`src/rtl/miner_pkg.sv`:
```
// Shared miner definitions: default hash width, count-width helper and
// the per-hash result bundle.
package miner_pkg;

   localparam int HASH_W_DEF = 256;

   function automatic int clog2_cnt(input int w);
      return $clog2(w + 1);
   endfunction

   typedef struct packed {
      logic [clog2_cnt(HASH_W_DEF)-1:0] zeros;
      logic [31:0]                      tag;
      logic                             hit;
   } lz_result_t;

endpackage

```
`src/rtl/lz_chunk.sv`:
```
// Combinational leading-zero count and all-zero flag for one chunk.
// Bit CHUNK_W-1 is counted first.
module lz_chunk
   import miner_pkg::*;
#(
   parameter  int CHUNK_W = 32,
   localparam int CZ_W    = clog2_cnt(CHUNK_W)
) (
   input  logic [CHUNK_W-1:0] i_d,
   output logic [CZ_W-1:0]    o_cz,
   output logic               o_az
);

   // Ascending scan: the highest set bit is the last one to write
   always_comb begin
      o_cz = CZ_W'(CHUNK_W);
      for (int i = 0; i < CHUNK_W; i++) begin
         if (i_d[i]) o_cz = CZ_W'(CHUNK_W - 1 - i);
      end
   end

   assign o_az = ~|i_d;

endmodule

```
`config.mk`:
```
export PLATFORM = sky130hd
export DESIGN_NAME = lz_chunk
export DESIGN_NICKNAME = d
export VERILOG_FILES = /design/src/rtl/miner_pkg.sv /design/src/rtl/lz_chunk.sv
export SDC_FILE = /design/constraint.sdc
export NUM_CORES = 1
export LEC_CHECK = 0
export CAP_MARGIN = 40
export CELL_PAD_IN_SITES_DETAIL_PLACEMENT = 1
export CELL_PAD_IN_SITES_GLOBAL_PLACEMENT = 1
export CORE_MARGIN = 4
export CORE_UTILIZATION = 17
export DETAILED_ROUTE_END_ITERATION = 12
export GPL_ROUTABILITY_DRIVEN = 1
export MAX_ROUTING_LAYER = met4
export PLACE_DENSITY = 0.81
export SYNTH_ARGS = -nofsm -noshare
export SYNTH_HDL_FRONTEND = slang
export SYNTH_SLANG_ARGS = --single-unit
```
`constraint.sdc`:
```
create_clock -name vclk -period 1.5
set_input_delay 0.3 -clock vclk [all_inputs]
set_output_delay 0.3 -clock vclk [all_outputs]
set_load 0.01 [all_outputs]
```
After elaboration in Yosys (flattened, before gate mapping)
Index checks and enable logic that the tools add are counted.
{"block": "word_totals", "out_inout_bits": 7, "ff_bits": 0, "input_bits": 32}
{"block": "op_classes", "muxes": 32, "reduce_logical": 2}
{"cell": "6-bit two-way mux", "count": 32}
{"cell": "32-bit OR reduction", "count": 1}
{"cell": "1-bit zero test", "count": 1}

Logic depth before layout (Yosys ltp)
{"block": "logic_depth", "ltp_word": 32, "depth_mapped": 5, "mapped_depth_nobuf": 5}

Worst setup path after synthesis
No wires, ideal clock.
{"block": "synth_path", "path_kind": "in2out", "start": "in i_d[13]", "end": "out o_az", "cell_stages": 2, "arrival_time_ns": 1.305, "path_buffers": 0, "slack_ns": -0.105, "path_cell_list": "or4_4 nor4_1"}
{"block": "synth_via", "elab_chain_cells": 2}
{"item": "from (decl)", "line": "lz_chunk.sv:9", "source": "input logic [CHUNK_W-1:0] i_d,"}
{"item": "32-bit OR reduction", "line": "lz_chunk.sv:22", "source": "assign o_az = ~|i_d;"}
{"item": "1-bit zero test", "line": "lz_chunk.sv:22"}
{"item": "to (decl)", "line": "lz_chunk.sv:11", "source": "output logic o_az"}
Every way passes these cells.

Worst setup path in the final report
{"block": "layout_path", "start": "in i_d[19]", "end": "out o_cz[5]"}
{"block": "layout_via", "elab_chain_cells": 13}
{"item": "6-bit two-way mux (13 in series)", "line": "lz_chunk.sv:18", "source": "if (i_d[i]) o_cz = CZ_W'(CHUNK_W - 1 - i);"}
{"item": "to (decl)", "line": "lz_chunk.sv:10", "source": "output logic [CZ_W-1:0] o_cz,"}
Every way passes these cells.

==> results summary <==
The number of setup violations in the final report came out at 7. sky130_fd_sc_hd__nor4_1 takes more of the synthesized area than any other cell. The count of final max-slew check failures is 0.

The internal power came out at about 0.15 mW. STA puts the critical path data arrival time at around 1.6 ns. Following the worst setup path forward leads to its endpoint at o_cz[5].

The number of different library cells in the post-synthesis netlist is 25. After detailed routing, the number of remaining DRC violations is 0. In this run the power spent charging and discharging nets is between 0.1 and 0.15 mW.

The count of warnings emitted by yosys came out at 0. The worst setup path is launched from a primary input. The number of max-cap violations came out at 0. Summing every instance area after synthesis gives just under 400 sq um. The number of placed cells counting well taps came out at between 150 and 200. The leakage power came out at ~0.57 nW. The repair_antennas step left the layout with diodes totalling 0.

The global routing usage summed across all routing layers is a little under a fifth. The library cell used most frequently in the layout, excluding fill and tap cells, is sky130_fd_sc_hd__buf_4. Summing all non-filler instances in the final layout gives an area of 1310 sq um. Synthesis produced between 60 and 70 cells. The number of ports placed on the die boundary came out at 39. In this run the horizontal extent of the chip is between 50 and 60 microns. The number of antenna violations at the first check in global routing is 0. The net count after synthesis is around 100. Once placement finished, the instance area stood at roughly 1000 sq um. The die covers 3153 sq um.

The part of the total power dissipated in sequential elements came out at 0%. The number of standard cells in the layout, taps in and fillers out came out at between 150 and 200. The via count of the first global-routing pass is between 900 and 1,000. After detailed routing, the average wire length per cell comes to between 15 and 20 microns.

The clock network burns 0% of the power. The total number of vias came out at around 900. The worst path uses 124.3% of the clock period. Of the synthesized area, sequential elements account for 0%. Derived from the worst setup path, the maximum achievable clock frequency is about 540 MHz. The worst-case vdd ir drop is between 0.1 and 0.15 mV.

The final-report hold violation count came out at 0. Sequential cells placed in the final layout were counted as 0. The floorplan core area is about 2200 sq um. Global routing finished with a remaining overflow of 0. The minimum clock period after layout came out at ~1.9 ns. Leaving out fill and tap cells, the most frequent cells in the layout are sky130_fd_sc_hd__buf_4 (40), sky130_fd_sc_hd__buf_2 (18), sky130_fd_sc_hd__buf_6 (10).

Setup repair after global routing could not meet its margin everywhere. The flow ran to the end, but the final reports show violations. The die height is between 50 and 60 microns. The starting density of the core is around 18%. The first global-routing pass estimated ~4600 microns of wire. The mean cell area of the mapped netlist came out at 5.972 sq um. The final weighted congestion of routability-driven global placement is 0.7925. The tightest slew margin relative to the limit came out at between 70 and 80%. The post-route netlist has 79.45% of its cells at a drive strength greater than 1. In this run the power density over the cells is roughly 220 nW/um^2. The maximum fanout along the worst path is 3. STA puts the critical path data required time at 1.20 ns. The routed wire length came out at roughly 3200 microns. The slew at the pin with the worst max-slew slack is approximately 0.44 ns. The final layout contains 180 nets. In the final layout, flip-flops and latches occupy 0 sq um.

The most critical setup path has its startpoint at i_d[19]. The logic gate share of total power came out at 100.0%. Row generation in the floorplan step produced 17 rows. The detail route stage leaves a number of antenna-violating nets equal to 0. The count of buffers added on input and output ports is 39.

The maximum number of pins on one net before global-route repair is 6. In the finished layout, the clock tree contains a buffer count of 0. The tightest min-delay check is of the in2out type. The area growth from synthesis to layout is 232.4%.

The sum of negative setup slack came out at -2.303 ns. After layout, the worst setup slack is -0.3649 ns. STA classifies the critical path endpoint as a primary output. The worst setup path category is in2out. The first-pass iteration count of the detailed router is 4. The final reports fail on setup timing. Ranked by total cell area, the synthesized netlist is headed by sky130_fd_sc_hd__nor4_1 (14%), sky130_fd_sc_hd__a21oi_1 (8.9%), sky130_fd_sc_hd__nor2_1 (8.6%).

Of the total power, the share spent switching nets is roughly 48%. The post-detailed-placement half-perimeter wirelength came out at 2025 microns. The synthesized design devotes to its leading area cell type 14.29% of total area.

The end-of-flow core utilization is about three fifths. The final hold slack came out at 1.004 ns. The first routing iteration left 7 violations. In the routed layout, each cell is associated on average with a via count of just over 5.
-- cell families after synthesis --
family	Yosys count	share of synthesized area, %
simple gates	37	55.87
buf+inv	6	5.714
compound gates	23	38.42
-- critical path: stages --
cell and delay (ns):
sky130_fd_sc_hd__buf_8 0.10, sky130_fd_sc_hd__nor4_4 0.29, sky130_fd_sc_hd__buf_4 0.17, sky130_fd_sc_hd__and2_4 0.16, sky130_fd_sc_hd__nand3_4 0.10, sky130_fd_sc_hd__nor4_4 0.27
sky130_fd_sc_hd__buf_2 0.17
-- cell type report --
type | instances | area [sq um]
well taps | 28 | 35.03
inverters | 6 | 22.52
multi-input cells | 60 | 641.9
fillers | 267 | 902.1
repair buffers | 80 | 610.6
-- cells in the mapped netlist (all sizes together), types with 2 or more instances --
library cell,number
a2111oi,2
a21oi,7
inv,6
nand2,4
nor2,9
nor3,6
nor4,10
o21ai,3
o31ai,4
or4,4
-- through the flow --
| stage | worst slack [ns] | power [mW] |
|---|---|---|
| finish | -0.3649 | 0.2899 |
| CTS | -0.3980 | 0.2422 |
| global route | -0.4254 | 0.3095 |
| floorplan | -0.02607 | 0.04358 |
| detailed placement | -1.165 | 0.2226 |
| global placement | -1.057 | 0.2145 |
-- power by group through the flow --
stage / registers [mW] / logic, mW / clock network (mW)
global placement: 0 / 0.215 / 0
finish: 0 / 0.290 / 0
global route: 0 / 0.310 / 0
CTS: 0 / 0.242 / 0
detailed placement: 0 / 0.223 / 0
floorplan: 0 / 0.0436 / 0
-- metal layers --
layer | global-route usage, % | vias to the layer above | routed length [microns]
li1 | - | 430 | -
met1 | 18.78 | 440 | 1132
met3 | 1.392 | 4 | 112
met5 | - | - | 0
met2 | 38.06 | 27 | 1949
met4 | 1.017 | 0 | 48
-- repair_timing --
action	CTS	global route
resized for setup	174	43
cloned	0	0
buffers inserted	6	10
hold buffers	0	0
endpoints found under the hold margin	0	0
setup endpoints to repair	7	7
pin swaps	26	21
-- worst min path at each step --
stage	cells past startpoint	to	from	slack (ns)
floorplan	1	o_cz[0]	i_d[31]	0.63
global placement	4	o_cz[0]	i_d[31]	1.70
detailed placement	4	o_cz[0]	i_d[31]	1.73
CTS	4	o_cz[0]	i_d[31]	0.96
global route	4	o_cz[0]	i_d[31]	1.01
finish	4	o_cz[0]	i_d[31]	1.00
Power figures use the tool's default switching activity.
